**src/rtl/imem_loader.sv**
```systemverilog
// Boot-time instruction-memory writer: parses a header/word/checksum byte stream,
// emits one 32-bit imem write per word and stalls the CPU until a good load completes.
module imem_loader #(
  parameter int DEPTH  = 64,
  parameter int ADDR_W = 6
) (
  input  logic              clock,
  input  logic              reset,
  input  logic              start,
  input  logic [7:0]        byte_in,
  input  logic              byte_valid,
  output logic              byte_ready,
  output logic              mem_we,
  output logic [31:0]       mem_addr,
  output logic [31:0]       mem_wdata,
  output logic              cpu_hold,
  output logic              done,
  output logic              error,
  output logic [ADDR_W:0]   words_loaded
);

  typedef enum logic [2:0] {
    S_IDLE,
    S_HEADER,
    S_DATA,
    S_CHECK,
    S_DONE,
    S_ERROR
  } state_t;

  localparam logic [31:0]   DEPTH_U  = DEPTH;
  localparam logic [ADDR_W:0] WORD_ONE = {{ADDR_W{1'b0}}, 1'b1};

  state_t              r_state;
  state_t              w_next;
  logic [7:0]          r_acc;
  logic [1:0]          r_bcnt;
  logic [23:0]         r_shift;
  logic [ADDR_W:0]     r_n;
  logic [ADDR_W:0]     r_words;
  logic [ADDR_W-1:0]   r_addr;
  logic [31:0]         r_wdata;
  logic                r_we;

  logic                w_xfer;
  logic                w_over;
  logic                w_word_end;
  logic                w_last_word;

  assign w_xfer      = byte_valid && byte_ready;
  assign w_over      = {24'd0, byte_in} > DEPTH_U;
  assign w_word_end  = (r_state == S_DATA) && w_xfer && (r_bcnt == 2'd3);
  assign w_last_word = (r_words + WORD_ONE) == r_n;

  always_ff @(posedge clock) begin
    if (reset) r_state <= S_IDLE;
    else       r_state <= w_next;
  end

  always_comb begin
    w_next     = r_state;
    byte_ready = 1'b0;
    cpu_hold   = 1'b1;
    done       = 1'b0;
    error      = 1'b0;
    case (r_state)
      S_IDLE:   if (start) w_next = S_HEADER;
      S_HEADER: begin
        byte_ready = 1'b1;
        if (w_xfer) begin
          if (w_over)               w_next = S_ERROR;
          else if (byte_in == 8'd0) w_next = S_CHECK;
          else                      w_next = S_DATA;
        end
      end
      S_DATA: begin
        byte_ready = 1'b1;
        if (w_word_end && w_last_word) w_next = S_CHECK;
      end
      S_CHECK: begin
        byte_ready = 1'b1;
        if (w_xfer) w_next = (byte_in == r_acc) ? S_DONE : S_ERROR;
      end
      S_DONE: begin
        cpu_hold = 1'b0;
        done     = 1'b1;
        if (start) w_next = S_HEADER;
      end
      S_ERROR: begin
        error = 1'b1;
        if (start) w_next = S_HEADER;
      end
      default:  w_next = S_IDLE;
    endcase
  end

  // The write strobe is registered, so it appears the cycle after the 4th byte
  // of a word, together with the incremented word count.
  always_ff @(posedge clock) begin
    if (reset) begin
      r_acc   <= '0;
      r_bcnt  <= '0;
      r_shift <= '0;
      r_n     <= '0;
      r_words <= '0;
      r_addr  <= '0;
      r_wdata <= '0;
      r_we    <= 1'b0;
    end else begin
      r_we <= 1'b0;
      case (r_state)
        S_HEADER: if (w_xfer) begin
          r_acc   <= byte_in;
          r_n     <= byte_in[ADDR_W:0];
          r_bcnt  <= '0;
          r_shift <= '0;
          r_words <= '0;
        end
        S_DATA: if (w_xfer) begin
          r_acc   <= r_acc ^ byte_in;
          r_bcnt  <= r_bcnt + 2'd1;
          r_shift <= {r_shift[15:0], byte_in};
          if (r_bcnt == 2'd3) begin
            r_we    <= 1'b1;
            r_wdata <= {r_shift, byte_in};
            r_addr  <= r_words[ADDR_W-1:0];
            r_words <= r_words + WORD_ONE;
          end
        end
        S_DONE, S_ERROR: if (start) r_words <= '0;
        default: ;
      endcase
    end
  end

  assign mem_we       = r_we;
  assign mem_addr     = {{(30-ADDR_W){1'b0}}, r_addr, 2'b00};
  assign mem_wdata    = r_wdata;
  assign words_loaded = r_words;

endmodule

```
**config.mk**
```make
export PLATFORM = sky130hd
export DESIGN_NAME = imem_loader
export DESIGN_NICKNAME = d
export VERILOG_FILES = /design/src/rtl/imem_loader.sv
export SDC_FILE = /design/constraint.sdc
export NUM_CORES = 1
export LEC_CHECK = 0
export ABC_AREA = 1
export BUFFER_PORTS_ARGS = -buffer_cell sky130_fd_sc_hd__buf_2
export CAP_MARGIN = 20
export CELL_PAD_IN_SITES_DETAIL_PLACEMENT = 0
export CELL_PAD_IN_SITES_GLOBAL_PLACEMENT = 1
export CORE_ASPECT_RATIO = 1.1
export CORE_MARGIN = 3
export CORE_UTILIZATION = 35
export CTS_CLUSTER_DIAMETER = 80
export CTS_CLUSTER_SIZE = 28
export DETAILED_ROUTE_END_ITERATION = 8
export GPL_TIMING_DRIVEN = 0
export HOLD_SLACK_MARGIN = 0.03
export PLACE_DENSITY_LB_ADDON = 0.1
export SYNTH_ARGS = -nofsm -noshare
export SYNTH_HDL_FRONTEND = slang
export SYNTH_SLANG_ARGS = --single-unit
export TNS_END_PERCENT = 50
```
**constraint.sdc**
```tcl
create_clock -name clock -period 1.6 [get_ports clock]
set_input_delay 0.16 -clock clock [delete_from_list [all_inputs] [get_ports clock]]
set_output_delay 0.16 -clock clock [all_outputs]
set_load 0.01 [all_outputs]
```
==> results of run 1 <==
[flip-flops by register name, summed over array words and instances (netlist names)]
register	count
mem_we	1
r_bcnt	2
r_n	7
mem_wdata	32
words_loaded	7
r_acc	8
r_state	3
r_shift	24
r_addr	6
[placed cells by master (no fill, tap or decap), drive strengths merged, types with 23 or more instances in the layout]
| cell | instances |
|---|---|
| clkbuf | 23 |
| inv | 32 |
| nor2 | 52 |
| dfxtp | 90 |
| a21oi | 55 |
| o21ai | 39 |
| nand2 | 137 |
| nand3 | 38 |
| conb | 26 |
| buf | 112 |
[logic make-up after synthesis]
family / synth area share
AND/OR/NAND/NOR: 0.260
AO/OA/AOI/OAI: 0.138
XOR/XNOR: 0.0225
other: 0.000965
flip-flops: 0.464
adder cells (fa/ha/maj): 0.00644
buffers and inverters: 0.108
[per-layer routing]
layer	routed length (um)	GRT usage	vias to the layer above
met3	474	0.0287	2
met4	47	0.0682	0
met1	5120	0.238	1643
met5	0	0	-
met2	4780	0.269	84
li1	-	-	1881
[worst min-delay path, cell delays in order]
cell	delay (ps)
buf_2	130
nand2_1	70
a21oi_1	50
[report_power, final]
part / total [mW] / leakage, nW / switching, mW / internal [mW]
clock: 2.08 / 0.132 / 0.870 / 1.21
combinational: 1.67 / 1.44 / 1.05 / 0.625
sequential: 2.59 / 0.731 / 0.161 / 2.42
[final cells by class]
class | instances | area (sq um)
Clock inverter | 4 | 53.8
Clock buffer | 11 | 233
Timing Repair Buffer | 74 | 418
Fill cell | 1150 | 5610
Inverter | 32 | 125
Multi-Input combinational cell | 376 | 1830
Buffer | 50 | 324
Tap cell | 143 | 179
Sequential cell | 90 | 1820
[through the flow]
stage,utilization,instance area (sq um)
after CTS,0.459,4860
after floorplan,-,3980
final,0.470,4980
after global routing,0.470,4980
after detailed placement,0.421,4460
after global placement,0.421,4460
[repair_timing]
| action | in CTS | in global routing |
|---|---|---|
| setup endpoints to repair | 53 | 69 |
| gates cloned | 0 | 0 |
| pin swaps | 4 | 14 |
| resized for setup | 13 | 30 |
| setup buffers | 7 | 7 |
[worst max-delay path by stage]
stage                              end  slack (ps)  depth (start not counted)
2_1_floorplan  r_state[1]$_SDFFE_PP0P_          20                         14
3_3_place_gp   r_state[1]$_SDFFE_PP0P_        -220                         14
3_5_place_dp   r_state[2]$_SDFFE_PP0P_        -250                         14
4_1_cts        r_state[2]$_SDFFE_PP0P_         -70                         14
5_1_grt        r_state[2]$_SDFFE_PP0P_        -160                         14
6_report       r_state[1]$_SDFFE_PP0P_         -50                         14
==> key figures, run 1 <==
Status
  • Status: finished with violations
  • Failing checks: setup timing

Critical path
  • Reg2reg start: words_loaded[1]$_SDFFE_PP0P_
  • Slowest CP cell: dfxtp_4
  • R2R setup slack: -50 ps
  • Buffers and inverters on the worst path: 1
  • R2R cell count: 14
  • Worst path max stage delay: 360 ps
  • Crit. End Element: flip-flop
  • CP startpoint kind: flip-flop
  • Critical path origin: words_loaded[1]$_SDFFE_PP0P_
  • Critical Path RT: 1830 ps
  • Worst-path maximum fanout: 6
  • R2r endpoint: r_state[1]$_SDFFE_PP0P_
  • Crit path DAT: 1870 ps
  • CP top delay family: simple AND/OR/NAND/NOR gates
  • Critical path class: reg2reg
  • Crit path cell chain: ha_4, inv_2, nand2_2, nand2_2, nor2_1, nand2_1, nor2_1, nand2_1, nor2_1, nand2_1, nand2_4, nand3_1, nand2_1, nor2_1

Hold path
  • Hold/Removal Path Class: in2reg
  • WHS Path Cells: 3
  • Min-delay src: byte_in[0]
  • Worst Hold End: r_shift[0]$_SDFFE_PP0P_

Synthesis
  • Asr flop ratio synth: 0
  • Synthesized flop and latch total: 90
  • Post-synth top area share: 0.464
  • Syn Inst Count: 523
  • Count leader, synth: nand2_1
  • Primary FF master, synth: dfxtp_1
  • Synth Cell Area: 3890 sq um
  • Cells taking the most area after synthesis: dfxtp_1 46%, nand2_1 13%, a21oi_1 7.0%
  • Synth top cells by count: 133 x nand2_1, 90 x dfxtp_1, 54 x a21oi_1
  • Unique masters post-synth: 29
  • Area leader, netlist: dfxtp_1
  • Avg Inst Size Synth: 7.43 sq um
  • Yosys warning total: 0
  • Post-synth EDFFs: 0
  • Sequential fraction of the synthesis area: 0.464

Placement
  • DP Cell Count: around 750
  • Detail Placement HPWL: slightly below 8000 um
  • GP Congestion: 0.804
  • I/O Buffers: 60
  • DP Worst Slack: -245 ps

Layout
  • Final net count: 647
  • Final cell count without fillers: 780
  • # diodes: 0
  • Area Growth Syn to Fin: 28.1%
  • Layout cells sized above 1: 0.251

Clock tree
  • CTS Buf Count: 9
  • CTS max path bufs: 2
  • Clk sink count: 90
  • Root Buffer: clkbuf_16
  • Post-CTS Hold Buffers: 0
  • CTS tree: built
  • Clock Latency Late Sink: 340 ps
  • Htree depth: 3
  • Clk slew on worst S/H paths: 70 ps

Power
  • PwrDens: 1270 nW/um^2
  • LEAKAGE: between 2 and 2.5 nW
  • Worst IR drop on VDD: 0.642 mV
  • Power Total: 6.34 mW

Timing
  • Final period utilization: 1.03
  • Hold WS: 122 ps
  • Setup ws final: -46.5 ps
  • Worst-margin pin slew: 549 ps
  • RSZ-0062 raised after global routing: yes
  • Fin crit period: around 1600 ps
  • Max Slew Vio Count: 0
  • Worst Skew: 7.68 ps
  • Final setup vio count: 3
  • Fin. Hold Viols: 0
  • Max_slew headroom: 0.634
  • Post-route setup TNS: -130 ps
  • Fmax: slightly above 0.6 GHz

Die
  • Rows: 39
  • Die height: around 120 um
  • I/O pins: 88
  • Core area: 10600 sq um
  • Initial core utilization: 0.367
  • Die X: 106 um
  • Die area: 12400 sq um

Drt
  • Drt pass-1 iters: 4
  • WL per Instance: 13.4 um
  • Via density: 4.63
  • Routed Antenna Nets: 0
  • DR iter-0 viols: between 100 and 150
  • Vias: between 3000 and 4000
  • Total Routed Length: roughly 10000 um
  • DRC: 0

Global routing
  • First-pass GRT wire length: 16600 um
  • GRT Residual Overflow: 0
  • Total Routing Usage GR: 0.172
  • Vias in the first global route: 3393
  • Initial antenna violation count: 0
  • Largest net degree at the start of global routing: 15

Run
  • Max_cap viols: 0
Power figures use the tool's default switching activity.
==> run 2, diff against run 1 <==
--- a/config.mk
+++ b/config.mk
@@ -19,6 +19,7 @@
 export GPL_TIMING_DRIVEN = 0
 export HOLD_SLACK_MARGIN = 0.03
 export PLACE_DENSITY_LB_ADDON = 0.1
+export SETUP_SLACK_MARGIN = 0.5
 export SYNTH_ARGS = -nofsm -noshare
 export SYNTH_HDL_FRONTEND = slang
 export SYNTH_SLANG_ARGS = --single-unit
==> run 2 against run 1 <==
  * The run still ends with setup timing left
  * Critical path depth decreased by 2
  * Sequential cell count unchanged
  * Largest power group unchanged
  * Critical endpoint unchanged
  * Setup slack gained 6.9 ps
  * Final cell count up 3.1%
  * Via count rose by 3.5%
  * Sequential power up 2%
  * Clock power shrank 4%
  * Design area rose by 13%
==> key figures, run 2 (synthesis results as in run 1) <==
Critical path
  • Critical Path RT: 1830 ps (about the same)
  • Worst path max stage delay: 360 ps (about the same)
  • Worst-path maximum fanout: 6 (unchanged)
  • Crit path cell chain: buf_4, nand3_2, o21ai_1, nand2_1, nand2_1, nand2_1, nor2_1, nand2_1, nand2_4, nand3_2, nand2_1, nor2_1
  • CP top delay family: simple AND/OR/NAND/NOR gates
  • Buffers and inverters on the worst path: 1 (unchanged)
  • Critical path origin: words_loaded[1]$_SDFFE_PP0P_
  • R2R setup slack: -40 ps (about the same)
  • R2R cell count: 12 (-2)
  • R2r endpoint: r_state[1]$_SDFFE_PP0P_
  • Critical Path Stages: 12 (-2)
  • Worst Setup EP: r_state[1]$_SDFFE_PP0P_
  • Critical path class: reg2reg
  • Crit path DAT: 1870 ps (about the same)
  • CP startpoint kind: flip-flop
  • Most frequent CP cell: nand2_1
  • Reg2reg start: words_loaded[1]$_SDFFE_PP0P_
  • Crit. End Element: flip-flop
  • Slowest CP cell: dfxtp_4

Die
  • Initial core utilization: 0.367 (unchanged)
  • Die area: 12400 sq um (unchanged)
  • Core area: 10600 sq um (unchanged)
  • Die X: 106 um (unchanged)
  • Rows: 39 (unchanged)
  • I/O pins: 88 (unchanged)
  • Die height: 117 um (unchanged)

Power
  • Power Total: 7.04 mW (+11%)
  • LEAKAGE: 2.59 nW (+12%)
  • Worst IR drop on VDD: 0.578 mV (-10%)
  • PwrDens: 1250 nW/um^2 (-1.5%)

Drt
  • DR iter-0 viols: 152 (+13%)
  • Via density: 4.65 (+0.43%)
  • DRC: 0 (unchanged)
  • WL per Instance: 14.1 um (+5.5%)
  • Total Routed Length: 11300 um (+8.7%)
  • Vias: 3737 (+3.5%)
  • Drt pass-1 iters: 4 (unchanged)
  • Routed Antenna Nets: 0 (unchanged)

Timing
  • Setup ws final: -39.6 ps (+6.93 ps)
  • Fin. Hold Viols: 0 (unchanged)
  • Max Slew Vio Count: 0 (unchanged)
  • Worst Skew: 5.80 ps (-1.88 ps)
  • Final period utilization: 1.02 (-0.00433)
  • Max_slew headroom: 0.521 (-0.113)
  • RSZ-0062 raised after global routing: yes
  • Fin crit period: 1640 ps (-6.93 ps)
  • Final setup vio count: 3 (unchanged)
  • Worst-margin pin slew: 719 ps (+170 ps)
  • Fmax: 0.610 GHz (+0.42%)

Clock tree
  • Clk slew on worst S/H paths: 70 ps (about the same)
  • CTS tree: built
  • CTS Buf Count: 9 (unchanged)
  • Clk sink count: 90 (unchanged)
  • Htree depth: 3 (unchanged)
  • Root Buffer: clkbuf_16
  • CTS max path bufs: 2 (unchanged)
  • Clock Latency Late Sink: 340 ps (about the same)

Layout
  • Max FFs per register: 32 (unchanged)
  • Layout cells sized above 1: 0.377 (+0.126)
  • Design area: 5610 sq um (+13%)
  • Area Growth Syn to Fin: 44.5%
  • # diodes: 0 (unchanged)
  • Post-layout util: 0.530 (+0.0600)
  • Final net count: 670 (+3.6%)
  • Most frequent cells in the layout: 107 x nand2_1, 82 x dfxtp_1, 63 x buf_2
  • Commonest non-fill, non-tap cell in the layout: nand2_1

Placement
  • DP Worst Slack: -200 ps (+45.3 ps)
  • Detail Placement HPWL: 7780 um (+1.1%)
  • GP Congestion: 0.773 (-3.9%)
  • Placed inst area: 4490 sq um (+0.67%)
  • I/O Buffers: 60 (unchanged)

Global routing
  • Total Routing Usage GR: 0.178 (+0.00638)
  • Vias in the first global route: 3493 (+2.9%)
  • Initial antenna violation count: 0 (unchanged)
  • GRT Residual Overflow: 0 (unchanged)
  • First-pass GRT wire length: 17500 um (+4.9%)
  • Largest net degree at the start of global routing: 16 (+1)

Status
  • Status: finished with violations
  • Failing checks: setup timing

Run
  • Max_cap viols: 0 (unchanged)

Hold path
  • Hold/Removal Path Class: in2reg
  • Min-delay src: byte_in[2]
run 2: cell count changes in the layout (fill, tap and decap cells not counted), sizes merged:
cell	before	now
buf	112	132
bufinv	1	0
clkbuf	23	25
clkinv	1	6
inv	32	29
nand2	137	138
run 2: worst min-delay path by stage:
stage / slack [ps] / depth (start not counted) / to
2_1_floorplan: 310 / 2 / r_shift[0]$_SDFFE_PP0P_
3_3_place_gp: 450 / 2 / r_shift[19]$_SDFFE_PP0P_
3_5_place_dp: 460 / 2 / r_shift[16]$_SDFFE_PP0P_
4_1_cts: 110 / 3 / r_shift[2]$_SDFFE_PP0P_
5_1_grt: 130 / 3 / r_shift[2]$_SDFFE_PP0P_
6_report: 120 / 3 / r_shift[2]$_SDFFE_PP0P_
run 2: final cells by class:
class / count / area (sq um)
Buffer: 50 / 417
Sequential cell: 90 / 1830
Timing Repair Buffer: 96 / 641
Clock buffer: 11 / 243
Multi-Input combinational cell: 377 / 2100
Clock inverter: 5 / 37.5
Inverter: 32 / 168
Tap cell: 143 / 179
Fill cell: 1073 / 4970
run 2: timing repair:
action	4_1_cts	5_1_grt
cloned	2	3
hold endpoints to repair	0	0
pin swaps	8	21
hold buffers	0	0
endpoints found under the setup margin	94	98
buffers inserted	15	17
gates resized for setup	64	117
run 2: worst reg2reg max path, delay by kind of cell, from the launching register on:
kind / cells / cell delay, ps
AO/OA/AOI/OAI: 1 / 180
buffers and inverters: 1 / 120
AND/OR/NAND/NOR: 10 / 880
flip-flops: 1 / 360
run 2: stage by stage:
| step | hold WS, ps | TNS, ps | std cells |
|---|---|---|---|
| after floorplan | 307 | 0 | 548 |
| after global placement | 450 | -3270 | 751 |
| after detailed placement | 456 | -4310 | 751 |
| after CTS | 110 | -92.1 | 784 |
| after global routing | 134 | -488 | 804 |
| final | 119 | -106 | 804 |
run 2: power breakdown:
part / internal [mW] / switching, mW
Combinational: 1.06 / 1.36
Sequential: 2.44 / 0.193
Clock: 1.10 / 0.890
run 2: per-layer routing:
| layer | share of wire | vias up | global-route usage |
|---|---|---|---|
| li1 | - | 1918 | - |
| met1 | 0.46 | 1730 | 0.235 |
| met2 | 0.48 | 73 | 0.294 |
| met3 | 0.037 | 16 | 0.0260 |
| met4 | 0.018 | 0 | 0.0759 |
| met5 | 0 | - | 0 |
==> run 3, diff against run 2 <==
--- a/config.mk
+++ b/config.mk
@@ -7,12 +7,11 @@
 export LEC_CHECK = 0
 export ABC_AREA = 1
 export BUFFER_PORTS_ARGS = -buffer_cell sky130_fd_sc_hd__buf_2
-export CAP_MARGIN = 20
-export CELL_PAD_IN_SITES_DETAIL_PLACEMENT = 0
-export CELL_PAD_IN_SITES_GLOBAL_PLACEMENT = 1
+export CELL_PAD_IN_SITES_DETAIL_PLACEMENT = 2
+export CELL_PAD_IN_SITES_GLOBAL_PLACEMENT = 2
 export CORE_ASPECT_RATIO = 1.1
 export CORE_MARGIN = 3
-export CORE_UTILIZATION = 35
+export CORE_UTILIZATION = 27
 export CTS_CLUSTER_DIAMETER = 80
 export CTS_CLUSTER_SIZE = 28
 export DETAILED_ROUTE_END_ITERATION = 8
==> run 3 against run 2 <==
  * The flow still finishes with violations (setup timing)
  * Power increased by 13%
  * Global-route usage is 1.0 points higher
  * Sequential power about the same
  * Non-clock buffer count rose by 17
  * Sequential cell count is the same
  * Design area is 7.7% higher
  * Sequential share of layout area decreased by 2.2 points
  * Die area up 28%
  * Count of clock-buffer cells in the layout down 1
  * Worst hold slack worse by 3.6 ps
  * Largest power group is now combinational cells
==> key figures, run 3 (synthesis results as in run 1) <==
Drt
  • Vias: 4060 (+8.6%)
  • Drt pass-1 iters: 4 (unchanged)
  • Total Routed Length: 15200 um (+34%)
  • Wire length on met3: 346 um (-17%)
  • Routed length on met2: 7970 um (+46%)
  • Via density: 4.68 (+0.75%)
  • Metal-1 WL: 6650 um (+26%)
  • DRC: 0 (unchanged)
  • Routed Antenna Nets: 0 (unchanged)
  • DR top layer: met4
  • WL per Instance: 17.5 um (+24%)
  • DR iter-0 viols: 151 (-0.66%)

Timing
  • Max_slew headroom: 0.492 (-0.0282)
  • Worst-margin pin slew: 761 ps (+42.3 ps)
  • Final period utilization: 1.10 (+0.0775)
  • Max Slew Vio Count: 0 (unchanged)
  • Setup ws final: -164 ps (-124 ps)
  • Fmax: 0.567 GHz (-7.0%)
  • Worst Skew: 3.93 ps (-1.87 ps)
  • Final setup vio count: 5 (+2)
  • Fin crit period: 1760 ps (+124 ps)
  • RSZ-0062 raised after global routing: yes
  • Fin. Hold Viols: 0 (unchanged)

Global routing
  • Total Routing Usage GR: 0.188 (+0.0100)
  • Vias in the first global route: 4466 (+28%)
  • First-pass GRT wire length: 23600 um (+35%)
  • Largest net degree at the start of global routing: 17 (+1)
  • Initial antenna violation count: 0 (unchanged)
  • GRT Residual Overflow: 0 (unchanged)

Placement
  • GP Congestion: 0.761 (-1.6%)
  • Detail Placement HPWL: 9800 um (+26%)
  • I/O Buffers: 60 (unchanged)

Die
  • Die area: 15900 sq um (+28%)
  • Rows: 45 (+15%)
  • Initial core utilization: 0.278 (-0.0887)
  • Die X: 120 um (+13%)
  • Die height: 132 um (+13%)
  • Core area: 14000 sq um (+32%)
  • I/O pins: 88 (unchanged)

Power
  • Worst IR drop on VDD: 0.435 mV (-25%)
  • Power Total: 7.96 mW (+13%)
  • LEAKAGE: 2.71 nW (+4.6%)
  • PwrDens: 1320 nW/um^2 (+4.9%)

Clock tree
  • Root Buffer: clkbuf_16
  • CTS Buf Count: 9 (unchanged)
  • Clock Latency Late Sink: 340 ps (about the same)
  • Clk sink count: 90 (unchanged)
  • Post-CTS Hold Buffers: 0 (unchanged)
  • Clk slew on worst S/H paths: 70 ps (about the same)
  • CTS tree: built
  • Htree depth: 3 (unchanged)
  • CTS max path bufs: 2 (unchanged)

Critical path
  • R2r endpoint: r_state[1]$_SDFFE_PP0P_
  • Critical path class: reg2reg
  • Worst Setup EP: r_state[1]$_SDFFE_PP0P_
  • R2R setup slack: -160 ps (-120 ps)
  • Reg2reg start: words_loaded[1]$_SDFFE_PP0P_
  • Worst-path maximum fanout: 6 (unchanged)
  • Critical path origin: words_loaded[1]$_SDFFE_PP0P_
  • Crit. End Element: flip-flop
  • R2R cell count: 14 (+2)
  • Critical Path RT: 1840 ps (about the same)
  • CP startpoint kind: flip-flop
  • Crit path DAT: 2000 ps (+130 ps)

Layout
  • Layout cells sized above 1: 0.449 (+0.0725)
  • Max FFs per register: 32 (unchanged)
  • Final net count: 688 (+2.7%)
  • Commonest non-fill, non-tap cell in the layout: nand2_1
  • Area Growth Syn to Fin: 55.6%
  • Post-layout util: 0.433 (-0.0971)
  • Most frequent cells in the layout: 94 x nand2_1, 80 x dfxtp_1, 58 x buf_2
  • # diodes: 0 (unchanged)

Hold path
  • Hold/Removal Path Class: in2reg

Status
  • Failing checks: setup timing
  • Status: finished with violations

Run
  • Max_cap viols: 0 (unchanged)
==> run 3: changes by cell type in the layout (fill, tap and decap cells not counted), sizes merged <==
cell | before | now
bufinv | 0 | 1
clkinv | 6 | 1
inv | 29 | 35
buf | 132 | 148
==> run 3: worst min-delay path by stage <==
stage	cells after the start	end	slack (ps)	from
2_1_floorplan	2	r_shift[0]$_SDFFE_PP0P_	310	byte_in[0]
3_3_place_gp	2	r_shift[23]$_SDFFE_PP0P_	450	r_shift[23]$_SDFFE_PP0P_
3_5_place_dp	2	r_shift[17]$_SDFFE_PP0P_	460	r_shift[17]$_SDFFE_PP0P_
4_1_cts	3	r_shift[0]$_SDFFE_PP0P_	90	byte_in[0]
5_1_grt	3	r_shift[2]$_SDFFE_PP0P_	100	byte_in[2]
6_report	3	r_shift[2]$_SDFFE_PP0P_	120	byte_in[2]
==> run 3: per-layer routing <==
metal | track usage | up-vias
met5 | 0 | -
met4 | 0.0567 | 0
met3 | 0.0296 | 14
met2 | 0.336 | 70
met1 | 0.231 | 2019
li1 | - | 1957
==> run 3: final cells by class <==
cell class / instances / area, sq um
timing repair inverter: 1 / 7.51
tap: 188 / 235
inverter: 32 / 150
buffer: 50 / 422
sequential: 90 / 1830
multi-input combinational: 377 / 2230
clock inverter: 6 / 72.6
fill: 1615 / 7920
timing repair buffer: 113 / 868
clock buffer: 10 / 229
==> run 3: power by group <==
part,switching (mW),leakage (nW),internal [mW]
logic,1.69,1.83,1.43
clock network,0.975,0.144,1.23
registers,0.197,0.734,2.43
==> run 3: metrics by stage <==
| stage | instances | setup TNS, ps | hold slack [ps] | setup slack (ps) | area, sq um |
|---|---|---|---|---|---|
| 6_report | 867 | -479 | 116 | -164 | 6050 |
| 5_1_grt | 867 | -1690 | 105 | -284 | 6050 |
| 4_1_cts | 855 | -193 | 94.7 | -67.2 | 5790 |
| 3_5_place_dp | 796 | -9200 | 456 | -302 | 4550 |
| 3_3_place_gp | 796 | -6960 | 452 | -254 | 4550 |
| 2_1_floorplan | 548 | 0 | 307 | 109 | 4010 |
==> run 3: timing repair <==
action | 4_1_cts | 5_1_grt
buffers inserted | 37 | 11
setup endpoints to repair | 96 | 99
cloned | 6 | 1
resized for setup | 190 | 46
pin swaps | 51 | 15
==> run 3: critical path: stages (launching register included) <==
cell     delay [ps]
dfxtp_4         370
ha_4            280
inv_2            30
nand2_1          40
nand2_1          60
nor2_1           90
nand2_1          80
nor2_2          100
nand2_1          90
nor2_2          110
nand2_2          80
nand2_4         120
nand3_2          80
nand2_1          90
nor2_1           40
